===== config.mk =====
export PLATFORM = sky130hd
export DESIGN_NAME = uart_num_parser
export DESIGN_NICKNAME = d
export VERILOG_FILES = /design/src/rtl/calc_pkg.sv /design/src/rtl/num_idle_timer.sv /design/src/rtl/uart_num_parser.sv
export SDC_FILE = /design/constraint.sdc
export NUM_CORES = 1
export LEC_CHECK = 0
export CAP_MARGIN = 5
export CORE_MARGIN = 5
export CORE_UTILIZATION = 64
export CTS_CLUSTER_SIZE = 20
export DETAILED_ROUTE_END_ITERATION = 8
export GPL_TIMING_DRIVEN = 0
export PLACE_DENSITY = 0.9
export SYNTH_ARGS = -nofsm -noshare
export SYNTH_HDL_FRONTEND = slang
export SYNTH_SLANG_ARGS = --single-unit
export TNS_END_PERCENT = 1

===== constraint.sdc =====
create_clock -name clk -period 11 [get_ports clk]
set_clock_uncertainty 0.2 [all_clocks]
set_input_delay 2.2 -clock clk [delete_from_list [all_inputs] [get_ports clk]]
set_output_delay 2.2 -clock clk [all_outputs]
set_load 0.02 [all_outputs]

===== src/rtl/calc_pkg.sv =====
// Shared definitions for the calculator front end: ASCII constants, parser
// states and the byte classifier used by the UART number parser.
package calc_pkg;

    localparam logic [7:0] ASC_0     = 8'h30;
    localparam logic [7:0] ASC_9     = 8'h39;
    localparam logic [7:0] ASC_SP    = 8'h20;
    localparam logic [7:0] ASC_COMMA = 8'h2C;
    localparam logic [7:0] ASC_CR    = 8'h0D;
    localparam logic [7:0] ASC_LF    = 8'h0A;
    localparam logic [7:0] ASC_MINUS = 8'h2D;

    typedef enum logic [1:0] {
        P_IDLE,
        P_SIGN,
        P_DIGITS,
        P_SKIP
    } pstate_e;

    typedef enum logic [1:0] {
        CC_DIGIT,
        CC_DELIM,
        CC_MINUS,
        CC_ILLEGAL
    } char_class_e;

    // Classify one received byte for the token parser.
    function automatic char_class_e char_class(input logic [7:0] c);
        char_class_e cls;
        cls = CC_ILLEGAL;
        if ((c >= ASC_0) && (c <= ASC_9)) begin
            cls = CC_DIGIT;
        end else if ((c == ASC_SP) || (c == ASC_COMMA) ||
                     (c == ASC_CR) || (c == ASC_LF)) begin
            cls = CC_DELIM;
        end else if (c == ASC_MINUS) begin
            cls = CC_MINUS;
        end
        return cls;
    endfunction

endpackage


===== src/rtl/num_idle_timer.sv =====
// Idle watchdog: reloads on activity, counts down while armed, and flags
// expiry exactly TIMEOUT_CYC cycles after the last load took effect.
module num_idle_timer #(
    parameter int unsigned TIMEOUT_CYC = 1000000
) (
    input  logic clk,
    input  logic rst,
    input  logic load,
    input  logic tick,
    output logic expire_c
);

    localparam int unsigned CNT_W = (TIMEOUT_CYC > 2) ? $clog2(TIMEOUT_CYC) : 1;
    // Registered outputs downstream add one cycle, so the count stops two short.
    localparam logic [CNT_W-1:0] LOAD_VAL =
        (TIMEOUT_CYC > 2) ? CNT_W'(TIMEOUT_CYC - 2) : '0;
    localparam bit TMO_EN = (TIMEOUT_CYC != 0);

    logic [CNT_W-1:0] cnt_q;
    logic [CNT_W-1:0] cnt_d;

    always_comb begin
        cnt_d = cnt_q;
        if (load) begin
            cnt_d = LOAD_VAL;
        end else if (tick && (cnt_q != '0)) begin
            cnt_d = cnt_q - CNT_W'(1);
        end
    end

    always_ff @(posedge clk) begin
        if (rst) begin
            cnt_q <= '0;
        end else begin
            cnt_q <= cnt_d;
        end
    end

    assign expire_c = TMO_EN && tick && !load && (cnt_q == '0);

endmodule


===== src/rtl/uart_num_parser.sv =====
// Turns the ASCII byte stream from the UART receiver into signed/unsigned
// binary numbers with overflow handling, idle flush and a token counter.
module uart_num_parser
    import calc_pkg::*;
#(
    parameter int unsigned DATA_W      = 16,
    parameter int unsigned MAX_DIGITS  = 5,
    parameter int unsigned SIGNED_EN   = 1,
    parameter int unsigned SATURATE    = 1,
    parameter int unsigned TIMEOUT_CYC = 1000000
) (
    input  logic              clk,
    input  logic              rst,
    input  logic              rx_valid,
    input  logic [7:0]        rx_data,
    input  logic              cnt_clr,
    output logic              num_valid,
    output logic [DATA_W-1:0] num_value,
    output logic              num_ovf,
    output logic              num_err,
    output logic [7:0]        tok_cnt,
    output logic              busy
);

    localparam int unsigned ACC_W  = DATA_W + 4;
    localparam int unsigned DCNT_W = $clog2(MAX_DIGITS + 2);
    localparam bit SGN = (SIGNED_EN != 0);
    localparam bit SAT = (SATURATE != 0);

    localparam logic [ACC_W-1:0] LIM_UNS   = (ACC_W'(1) << DATA_W) - ACC_W'(1);
    localparam logic [ACC_W-1:0] LIM_NEG   = ACC_W'(1) << (DATA_W - 1);
    localparam logic [ACC_W-1:0] LIM_POS_S = LIM_NEG - ACC_W'(1);
    localparam logic [ACC_W-1:0] LIM_POS   = SGN ? LIM_POS_S : LIM_UNS;
    localparam logic [DCNT_W-1:0] DCNT_MAX = DCNT_W'(MAX_DIGITS);

    pstate_e            state_q, state_d;
    logic [ACC_W-1:0]   acc_q, acc_d;
    logic [DCNT_W-1:0]  dcnt_q, dcnt_d;
    logic               neg_q, neg_d;
    logic               ovf_q, ovf_d;
    logic               num_valid_q, num_valid_d;
    logic [DATA_W-1:0]  num_value_q, num_value_d;
    logic               num_ovf_q, num_ovf_d;
    logic               num_err_q, num_err_d;
    logic [7:0]         tok_cnt_q, tok_cnt_d;
    logic               busy_q, busy_d;

    char_class_e        cls;
    logic [ACC_W-1:0]   digit_ext;
    logic [ACC_W-1:0]   lim_cur;
    logic [ACC_W-1:0]   acc_mul;
    logic               acc_mul_ovf;
    logic               first_ovf_pos;
    logic               first_ovf_neg;
    logic [DATA_W-1:0]  mag_lo;
    logic [DATA_W-1:0]  emit_val;
    logic               tok_done;
    logic               tok_bad;
    logic               tick;
    logic               tmo_c;

    // Arithmetic helpers; the accumulator is wide enough that acc*10+9 never wraps.
    assign cls           = char_class(rx_data);
    assign digit_ext     = ACC_W'(rx_data[3:0]);
    assign lim_cur       = neg_q ? LIM_NEG : LIM_POS;
    assign acc_mul       = (acc_q << 3) + (acc_q << 1) + digit_ext;
    assign acc_mul_ovf   = (dcnt_q >= DCNT_MAX) || (acc_mul > lim_cur);
    assign first_ovf_pos = digit_ext > LIM_POS;
    assign first_ovf_neg = digit_ext > LIM_NEG;
    assign mag_lo        = ovf_q ? lim_cur[DATA_W-1:0] : acc_q[DATA_W-1:0];
    assign emit_val      = neg_q ? (DATA_W'(0) - mag_lo) : mag_lo;
    assign tick          = (state_q != P_IDLE);

    num_idle_timer #(
        .TIMEOUT_CYC (TIMEOUT_CYC)
    ) u_idle_timer (
        .clk      (clk),
        .rst      (rst),
        .load     (rx_valid),
        .tick     (tick),
        .expire_c (tmo_c)
    );

    always_comb begin
        state_d     = state_q;
        acc_d       = acc_q;
        dcnt_d      = dcnt_q;
        neg_d       = neg_q;
        ovf_d       = ovf_q;
        num_valid_d = 1'b0;
        num_value_d = num_value_q;
        num_ovf_d   = 1'b0;
        num_err_d   = 1'b0;
        tok_cnt_d   = tok_cnt_q;
        tok_done    = 1'b0;
        tok_bad     = 1'b0;

        if (rx_valid) begin
            case (state_q)
                P_IDLE: begin
                    case (cls)
                        CC_DIGIT: begin
                            acc_d   = digit_ext;
                            dcnt_d  = DCNT_W'(1);
                            neg_d   = 1'b0;
                            ovf_d   = first_ovf_pos;
                            state_d = P_DIGITS;
                        end
                        CC_MINUS: begin
                            neg_d   = SGN;
                            state_d = SGN ? P_SIGN : P_SKIP;
                        end
                        CC_ILLEGAL: state_d = P_SKIP;
                        default: ;
                    endcase
                end
                P_SIGN: begin
                    case (cls)
                        CC_DIGIT: begin
                            acc_d   = digit_ext;
                            dcnt_d  = DCNT_W'(1);
                            ovf_d   = first_ovf_neg;
                            state_d = P_DIGITS;
                        end
                        CC_DELIM: tok_bad = 1'b1;
                        default:  state_d = P_SKIP;
                    endcase
                end
                P_DIGITS: begin
                    case (cls)
                        CC_DIGIT: begin
                            // Once overflowed, further digits are absorbed unchanged.
                            if (!ovf_q) begin
                                if (acc_mul_ovf) begin
                                    ovf_d = 1'b1;
                                end else begin
                                    acc_d  = acc_mul;
                                    dcnt_d = dcnt_q + DCNT_W'(1);
                                end
                            end
                        end
                        CC_DELIM: tok_done = 1'b1;
                        default:  state_d = P_SKIP;
                    endcase
                end
                P_SKIP: begin
                    if (cls == CC_DELIM) begin
                        tok_bad = 1'b1;
                    end
                end
                default: state_d = P_IDLE;
            endcase
        end else if (tmo_c) begin
            // An idle line behaves like a delimiter in whatever state we are in.
            if (state_q == P_DIGITS) begin
                tok_done = 1'b1;
            end else if (state_q != P_IDLE) begin
                tok_bad = 1'b1;
            end
        end

        if (tok_done) begin
            if (ovf_q && !SAT) begin
                num_err_d = 1'b1;
            end else begin
                num_valid_d = 1'b1;
                num_value_d = emit_val;
                num_ovf_d   = ovf_q;
                tok_cnt_d   = tok_cnt_q + 8'd1;
            end
        end
        if (tok_bad) begin
            num_err_d = 1'b1;
        end
        if (tok_done || tok_bad) begin
            state_d = P_IDLE;
        end

        // Token context is meaningless outside a token; keep it clean in IDLE.
        if (state_d == P_IDLE) begin
            acc_d  = '0;
            dcnt_d = '0;
            neg_d  = 1'b0;
            ovf_d  = 1'b0;
        end

        if (cnt_clr) begin
            tok_cnt_d = '0;
        end
        busy_d = (state_d != P_IDLE);
    end

    always_ff @(posedge clk) begin
        if (rst) begin
            state_q     <= P_IDLE;
            acc_q       <= '0;
            dcnt_q      <= '0;
            neg_q       <= 1'b0;
            ovf_q       <= 1'b0;
            num_valid_q <= 1'b0;
            num_value_q <= '0;
            num_ovf_q   <= 1'b0;
            num_err_q   <= 1'b0;
            tok_cnt_q   <= '0;
            busy_q      <= 1'b0;
        end else begin
            state_q     <= state_d;
            acc_q       <= acc_d;
            dcnt_q      <= dcnt_d;
            neg_q       <= neg_d;
            ovf_q       <= ovf_d;
            num_valid_q <= num_valid_d;
            num_value_q <= num_value_d;
            num_ovf_q   <= num_ovf_d;
            num_err_q   <= num_err_d;
            tok_cnt_q   <= tok_cnt_d;
            busy_q      <= busy_d;
        end
    end

    assign num_valid = num_valid_q;
    assign num_value = num_value_q;
    assign num_ovf   = num_ovf_q;
    assign num_err   = num_err_q;
    assign tok_cnt   = tok_cnt_q;
    assign busy      = busy_q;

endmodule


==> impl_metrics.ini, run 1 <==
[hold_path]
min_from = num_value[6]$_SDFFE_PP0P_
hold_class = reg -> reg

[sta]
finalSetupTns_ns = 0
slew_headroom_pct = 54.37
drv_slew = 0
period_needed_ns = 7.547
tightestPinTransition_ns = 0.6836
fin_crit_sh_pct = 68.61
clock.fmax_ghz = 0.1325
hold_viol = 0
setup_viol = 0
rsz0062_at_grt = no

[synth]
synthAdderAreaFrac_pct = 14.52
synth_area_leaders = dfxtp_1 28%, ha_1 14%, a21oi_1 6.4%, xnor2_1 4.7%, nor2_1 4.6%
synthMuxAreaShare_pct = 3.441
synth_top_area_cell = dfxtp_1
synth_flop_cell = dfxtp_1
ys_seq_elements = 74
ys_types = 71
synth_nets = 722
avgSynthCellArea_um2 = 8.112
synth_compound_area_share_pct = 19.74
synth_top_cells_by_count = 74 x dfxtp_1, 67 x a21oi_1, 65 x nor2_1
yosys.area_share.xor_xnor_pct = 6.811
synth_seq_area_share_pct = 28.10
synth_edf_count = 0
syn_inst = 650
synth_warnings = 0
synth_top_family_by_area = simple AND/OR/NAND/NOR gates
synth_top_area_share_pct = 28.10
synthSimpleGateAreaFrac_pct = 23.52
synthArstFlopShare_pct = 0
synth_area_um2 = 5273
synth.most_common_cell = dfxtp_1

[setup_path]
cpPeakStageDelay_ns = 0.54
crit_arrival_ns = 7.62
crit_slowest_cell = fa_1
crit_path_end_kind = flop
worstPathMaxFanout = 10
crit_chain = clkdlybuf4s50_1, inv_1, fa_1, inv_1, ha_1, a211oi_2, o211ai_2, a41oi_2, o21bai_1, a21oi_1, xnor2_1, ha_1, a21oi_1, o21ai_0, a2111oi_0, a31oi_1, nor4_1, and4_1, buf_4, nor2_4, buf_6, mux2i_1
reg2reg_slack_ns = 5.42
critPathLaunchType = input port
path_class = in -> reg
startpoint = rx_data[3]
timing.rr.start = acc_q[2]$_SDFFE_PP0P_
critical_path_required_ns = 11.07

[route]
totalWireLength_um = 13960
wl_met2_um = 6847
vias_per_cell = 6.398
drc = 0
dr.max_layer_used = met4
wl_per_cell_um = 17.23
first_pass_iters = 5
wl_met3_um = 946
vias = 5182
m1WireLength_um = 5759
drt.antenna.violating_nets = 0
drt-initial-drc-count = 435

[place]
portBuffers = 39
dpl_cell_area_um2 = 5794
place_congestion = 0.9014
dpl.hpwl_um = 10500

[clock_tree]
cts.path.max_buffers = 2
htree_levels = 3
cts.sinks = 74
ctsResizeCount = 0
postCtsHoldBufs = 0
clk_pin_slew_ns = 0.08
clock_latency_ns = 0.37
cts_tree = done
cts_setup_buffers = 0
cts_made_buffers = 9
cts_root_buffer = clkbuf_8

[cells_and_area]
drive_gt1_share_pct = 5.816
area_delta_synth_final_pct = 13.72
fin_nets = 772
antenna-diode-count = 0
stdcell_area_um2 = 5996

[power_and_ir_drop]
p_int_uw = 404.8
p_leak_nw = 2.547
power_frac_comb_pct = 10.8
p_seq_share_pct = 49.9
clkPwrFrac_pct = 39.3
power.switching_uw = 156.1
p_per_area_nw_per_um2 = 93.55
vdd_ir_drop_max_mv = 0.05500
switching_share_pct = 27.83

[global_routing]
grt_start_max_net_pins = 16
antenna_found_initial = 0
grt_pass1_vias = 5017
grt_pass1_wl_um = 23140
grt_usage_pct = 27.98
grt_overflow = 0

[floorplan]
die_x_um = 100.8
core_um2 = 8134
initial_utilization_pct = 64.82
dieHeight_um = 100.8
dieArea_um2 = 10150
pin_count = 40
rows = 33

[job]
cap_violations = 0

[status]
status = finished clean
==> routing by layer <==
layer	GRT usage, %	vias to the layer above
li1	-	2471
met1	33.36	2446
met2	49.87	217
met3	4.706	48
met4	10.67	0
met5	0	-
==> through the flow <==
stage	util [%]	hold WS (ns)	std cells	worst slack, ns	total power, mW
6_report	73.71	0.2603	810	3.453	0.5609
5_1_grt	73.71	0.2736	810	3.038	0.5775
4_1_cts	73.71	0.2585	810	3.544	0.5581
3_5_place_dp	71.24	0.2473	794	3.195	0.3451
3_3_place_gp	71.24	0.2418	794	3.328	0.3411
2_1_floorplan	-	0.2567	650	4.454	0.3258
==> cells in the final DEF (no fill, tap or decap), types with 5 or more instances in the layout <==
cell / n
ha_1: 58
clkbuf_8: 9
clkbuf_1: 18
inv_1: 21
nand2_1: 60
nand4_1: 10
nand3_1: 20
a21oi_1: 67
and3_1: 11
o221ai_1: 5
nor4_1: 8
xnor2_1: 28
nor3_1: 18
a211oi_1: 12
nand2b_1: 7
a21o_1: 8
o211ai_1: 5
a211o_1: 5
or3_1: 10
o21ai_0: 32
clkdlybuf4s50_1: 39
mux2i_1: 17
dfxtp_1: 74
nor3b_1: 5
nor2_1: 65
xor2_1: 13
==> final timing paths <==
kind / end / cells after the start
setup / recovery: acc_q[15]$_SDFFE_PP0P_ / 22
hold / removal: num_value[6]$_SDFFE_PP0P_ / 2
setup reg to reg: acc_q[15]$_SDFFE_PP0P_ / 21
hold reg to reg: num_value[6]$_SDFFE_PP0P_ / 2
==> logic make-up after synthesis <==
logic type	count (synthesis)
multiplexers	18
flip-flops	74
AO/OA/AOI/OAI	165
buffers and inverters	49
adder cells (fa/ha/maj)	60
XOR/XNOR	41
AND/OR/NAND/NOR	243
==> area by class of cell <==
cell class | instances | area [µm²]
fill | 600 | 2138
inverter | 22 | 82.58
sequential | 74 | 1481
timing repair buffer | 39 | 390.4
clock buffer | 9 | 123.9
tap | 105 | 131.4
buffer | 27 | 121.4
multi-input combinational | 527 | 3587
clock inverter | 7 | 77.57
==> state kept, by name (all words and copies together) (netlist names) <==
name                cells
u_idle_timer.cnt_q     20
acc_q                  19
num_value              16
tok_cnt                 8
dcnt_q                  3
state_q                 2
busy                    1
neg_q                   1
num_err                 1
num_ovf                 1
num_valid               1
ovf_q                   1
==> critical path: cells and delay by family <==
kind            cells  cell delay (ns)
buf+inv             5             1.10
compound gates      9             2.02
fa+ha+maj           3             1.16
simple gates        3             0.72
mux                 1             0.21
xor+xnor            1             0.19
==> power groups by stage <==
stage | combinational (mW) | sequential (mW) | clock [mW]
after CTS | 0.0600 | 0.280 | 0.218
after detailed placement | 0.0591 | 0.286 | 0
after global placement | 0.0558 | 0.285 | 0
after global routing | 0.0663 | 0.281 | 0.230
final | 0.0605 | 0.280 | 0.221
after floorplan | 0.0407 | 0.285 | 0
Note: power is estimated with default switching activity, not from simulation.
==> run 2: changes to the inputs <==
CORE_UTILIZATION = 54   (was 64)
PLACE_DENSITY = 0.81   (was 0.9)
clock period = 6.5 ns   (was 11 ns; I/O delays follow)
==> run 2 against run 1 <==
Setup slack lost 3.1 ns. Combinational power grew 65%. Power grew 59%. Via count shrank 2.3%. Final cell count grew 4.0%. Clock power grew 45%. Critical path depth shrank 3. First-iteration DRC count shrank 13%. Critical endpoint is now dcnt_q[2]$_SDFFE_PP0P_. Largest power group unchanged. Highest routed layer unchanged.
==> impl_metrics.ini, run 2 (synthesized netlist as in run 1, its figures left out) <==
[sta]
tightestPinTransition_ns = 0.6740
drv_slew = 0
clock.fmax_ghz = 0.1629
slew_headroom_pct = 55.00
fin_crit_sh_pct = 94.44
rsz0062_at_grt = no
finalSetupTns_ns = 0
hold_viol = 0
period_needed_ns = 6.139
hold_ws_ns = 0.2531
setup_viol = 0
setup_ws_ns = 0.3612

[cells_and_area]
area_delta_synth_final_pct = 15.16
regMostFlops = u_idle_timer.cnt_q
largest_reg_flops = 20
stdcell_area_um2 = 6072
fin_util_pct = 62.99
final_common_cell = dfxtp_1
fin_cells = 842
antenna-diode-count = 0
drive_gt1_share_pct = 6.770
fin_nets = 777
final_cell_mix = 74 x dfxtp_1, 67 x a21oi_1, 65 x nor2_1, 60 x nand2_1, 58 x ha_1

[route]
drt-initial-drc-count = 377
vias_per_cell = 6.015
totalWireLength_um = 13850
drt.antenna.violating_nets = 0
wl_per_cell_um = 16.44
first_pass_iters = 5
drc = 0
vias = 5065

[clock_tree]
postCtsHoldBufs = 0
cts_made_buffers = 9
cts_root_buffer = clkbuf_8
clock_latency_ns = 0.35
clk_pin_slew_ns = 0.07
cts.sinks = 74
cts_tree = done
htree_levels = 3
cts.path.max_buffers = 2

[setup_path]
crit_slowest_cell = fa_1
worstPathMaxFanout = 10
reg2reg_slack_ns = 1.40
cpPeakStageDelay_ns = 0.55
critPathLaunchType = input port
crit_path_end_kind = flop
crit_arrival_ns = 6.18
path_class = in -> reg
crit_chain = clkdlybuf4s50_1, inv_1, fa_1, inv_1, fa_1, a211oi_2, o21bai_1, a21oi_1, o21ai_0, xor2_1, ha_1, nand4_1, o41ai_1, a31oi_2, nor4_2, and4_1, buf_4, nor2_4, a311o_1
critical_path_required_ns = 6.54

[place]
dpl.hpwl_um = 10760
place_congestion = 0.8930
dpl_cell_area_um2 = 5829
place_ws_ns = -0.4685
dp_cells = 822
portBuffers = 39

[power_and_ir_drop]
p_leak_nw = 2.557
vdd_ir_drop_max_mv = 0.08499
p_per_area_nw_per_um2 = 147.3
total_power_uw = 894.3

[global_routing]
grt_pass1_vias = 4764
grt_usage_pct = 23.73
antenna_found_initial = 0
grt_pass1_wl_um = 22760
grt_overflow = 0
grt_start_max_net_pins = 16

[floorplan]
dieArea_um2 = 11840
rows = 36
core_um2 = 9639
dieHeight_um = 108.8
die_x_um = 108.8
initial_utilization_pct = 54.70
pin_count = 40

[status]
status = finished clean

[hold_path]
hold_class = reg -> reg

[job]
cap_violations = 0
[run 2: cell types whose count changed in the layout (fill, tap and decap cells not counted), sizes merged]
cell and delta:
buf +5, bufinv -1, clkbuf +3, clkinv -1, inv -2
[run 2: area by class of cell]
| type | instances | area, µm² |
|---|---|---|
| fillers | 844 | 3567 |
| flip-flops and latches | 74 | 1481 |
| plain buffers | 27 | 121.4 |
| clock buffers | 12 | 155.1 |
| inverters | 22 | 82.58 |
| well taps | 133 | 166.4 |
| repair buffers | 44 | 427.9 |
| multi-input cells | 527 | 3622 |
| clock inverters | 3 | 15.01 |
[run 2: repair_timing]
action,in CTS,in global routing
setup endpoints to repair,12,23
setup buffers,0,5
pin swaps,0,3
gates resized for setup,3,4
[run 2: where the power goes]
group	total, mW	internal [mW]	switching [mW]	leakage (nW)
Combinational	0.0998	0.0409	0.0589	1.86
Sequential	0.474	0.463	0.0106	0.601
Clock	0.321	0.156	0.165	0.0920
[run 2: final timing paths]
kind | from | to | depth (start not counted)
max | rx_data[3] | dcnt_q[2]$_SDFFE_PP0P_ | 19
min | num_value[1]$_SDFFE_PP0P_ | num_value[1]$_SDFFE_PP0P_ | 2
max reg2reg | acc_q[2]$_SDFFE_PP0P_ | dcnt_q[2]$_SDFFE_PP0P_ | 18
min reg2reg | num_value[1]$_SDFFE_PP0P_ | num_value[1]$_SDFFE_PP0P_ | 2
[run 2: per-layer routing]
metal / vias to the layer above / global-route usage, % / wire [µm]
met2: 174 / 41.00 / 6736
met4: 0 / 9.197 / 357
met3: 33 / 4.263 / 786
li1: 2476 / - / -
met1: 2382 / 29.30 / 5964
met5: - / 0 / 0
[run 2: worst max-delay path, delay by kind of cell]
| kind | cells | cell delay (ns) |
|---|---|---|
| compound gates | 7 | 1.75 |
| fa+ha+maj | 3 | 1.35 |
| buf+inv | 4 | 0.88 |
| simple gates | 4 | 0.70 |
| xor+xnor | 1 | 0.19 |
==> run 3: changes to the inputs <==
CELL_PAD_IN_SITES_DETAIL_PLACEMENT = 2   (was not set)
CELL_PAD_IN_SITES_GLOBAL_PLACEMENT = 2   (was not set)
CORE_UTILIZATION = 32   (was 54)
PLACE_DENSITY = 0.8   (was 0.81)
==> run 3 against run 2 <==
Global-route usage shrank 4.4 points. Clock-buffer cell count unchanged. Final area rose by 4.9%. Via count grew 2.8%. Die area is 62% higher. Critical path depth grew 1. First-iteration DRC count is 48% lower. Utilization decreased by 24 points. Non-clock buffer count down 1. Clock power up 87%. Highest routed layer unchanged.
==> impl_metrics.ini, run 3 (synthesized netlist as in run 1, its figures left out) <==
[floorplan]
pin_count = 40
dieHeight_um = 138.4
dieArea_um2 = 19140
core_um2 = 16350
initial_utilization_pct = 32.25
rows = 47
die_x_um = 138.4

[power_and_ir_drop]
p_int_uw = 901.0
total_power_mw = 1.184
power_frac_comb_pct = 9.2
power.switching_uw = 282.8
p_seq_share_pct = 40.2
vdd_ir_drop_max_mv = 0.1280
switching_share_pct = 23.89
p_leak_nw = 2.660
clkPwrFrac_pct = 50.7
p_per_area_nw_per_um2 = 185.8

[sta]
clock.fmax_ghz = 0.1623
tightestPinTransition_ns = 0.7416
slew_headroom_pct = 50.49
setup_viol = 0
fin_crit_sh_pct = 94.80
period_needed_ns = 6.162
rsz0062_at_grt = no
hold_viol = 0
setup_ws_ns = 0.3377
drv_slew = 0

[status]
status = finished clean

[global_routing]
grt_pass1_vias = 5696
antenna_found_initial = 0
grt_start_max_net_pins = 16
grt_pass1_wl_um = 30630
grt_overflow = 0
grt_usage_pct = 19.37

[clock_tree]
cts_root_buffer = clkbuf_16
cts_tree = done
cts.sinks = 74
clock_latency_ns = 0.34
htree_levels = 3
cts_made_buffers = 9
cts.path.max_buffers = 2
clk_pin_slew_ns = 0.06

[place]
place_congestion = 0.8266
place_ws_ns = -0.7864
portBuffers = 39
dpl.hpwl_um = 14340

[setup_path]
crit_chain = dlymetal6s2s_1, inv_2, fa_1, inv_1, ha_1, a211oi_2, o211ai_2, a41oi_4, o21ai_1, xor2_1, ha_1, a21oi_2, o21ai_0, a2111oi_1, a31oi_1, nor4_2, and4_1, buf_4, nor2_4, a311o_1
path_common_cell = ha_1
crit_path_end_kind = flop
cpPeakStageDelay_ns = 0.56
path_class = in -> reg
crit_arrival_ns = 6.19
crit_slowest_cell = fa_1
crit_buf_inv = 4
critPathLaunchType = input port
worstPathMaxFanout = 10
critical_path_required_ns = 6.53
path_delay_family = compound AO/OA/AOI/OAI gates

[route]
drt-initial-drc-count = 197
wl_per_cell_um = 19.95
vias = 5208
drt.antenna.violating_nets = 0
totalWireLength_um = 18540
first_pass_iters = 4
vias_per_cell = 5.606
drc = 0

[cells_and_area]
final_cell_mix = 74 x dfxtp_1, 65 x nor2_1, 64 x a21oi_1, 60 x nand2_1, 58 x ha_1
antenna-diode-count = 0
area_delta_synth_final_pct = 20.81
drive_gt1_share_pct = 7.193
regMostFlops = u_idle_timer.cnt_q
fin_nets = 776
largest_reg_flops = 20
final_common_cell = dfxtp_1

[job]
cap_violations = 0

[hold_path]
hold_class = reg -> reg
==> run 3: final cells by class <==
cell class                 count  area (µm²)
clock inverter                 4       97.59
timing repair buffer          43       425.4
buffer                        27       121.4
inverter                      22       82.58
tap                          220       275.3
fill                        1893        9978
clock buffer                  12       256.5
multi-input combinational    527        3630
sequential                    74        1481
==> run 3: power groups by stage <==
stage	clock, mW	combinational, mW	sequential (mW)
3_3_place_gp	0	0.0992	0.483
3_5_place_dp	0	0.108	0.485
4_1_cts	0.606	0.110	0.475
2_1_floorplan	0	0.0688	0.483
6_report	0.600	0.108	0.476
5_1_grt	0.627	0.120	0.477
==> run 3: repair_timing <==
action	4_1_cts	5_1_grt
buffers inserted	1	3
hold buffers	0	0
endpoints found under the hold margin	0	0
cloned	0	0
endpoints found under the setup margin	23	22
gates resized for setup	4	9
pin swaps	5	8
==> run 3: path summary, 6_finish.rpt <==
kind / cells past startpoint / end / start / slack [ns]
worst min register to register: 2 / num_value[2]$_SDFFE_PP0P_ / num_value[2]$_SDFFE_PP0P_ / 0.26
worst max register to register: 19 / dcnt_q[2]$_SDFFE_PP0P_ / acc_q[2]$_SDFFE_PP0P_ / 1.00
worst max-delay path: 20 / dcnt_q[2]$_SDFFE_PP0P_ / rx_data[3] / 0.34
worst min-delay path: 2 / num_value[2]$_SDFFE_PP0P_ / num_value[2]$_SDFFE_PP0P_ / 0.26
==> run 3: layer usage <==
| layer | up-vias | global-route usage [%] | routed length, µm |
|---|---|---|---|
| met5 | - | 0 | 0 |
| met4 | 0 | 3.640 | 209 |
| met3 | 18 | 3.211 | 422 |
| met2 | 63 | 35.89 | 9682 |
| met1 | 2648 | 23.69 | 8223 |
| li1 | 2479 | - | - |
==> run 3: tightest hold or removal path, cell delays in order (launching register included) <==
cell and delay (ns):
dfxtp_1 0.31, nand2_1 0.05, a21oi_1 0.05
==> run 3: through the flow <==
stage | setup TNS [ns] | instances | util [%] | cell area [µm²] | hold WS (ns)
final | 0 | 929 | 38.96 | 6370 | 0.2575
after global routing | 0 | 929 | 38.96 | 6370 | 0.2940
after CTS | 0 | 926 | 38.65 | 6319 | 0.2608
after detailed placement | -15.33 | 909 | 36.32 | 5938 | 0.2526
after global placement | -12.95 | 909 | 36.32 | 5938 | 0.2428
after floorplan | 0 | 650 | - | 5273 | 0.2567
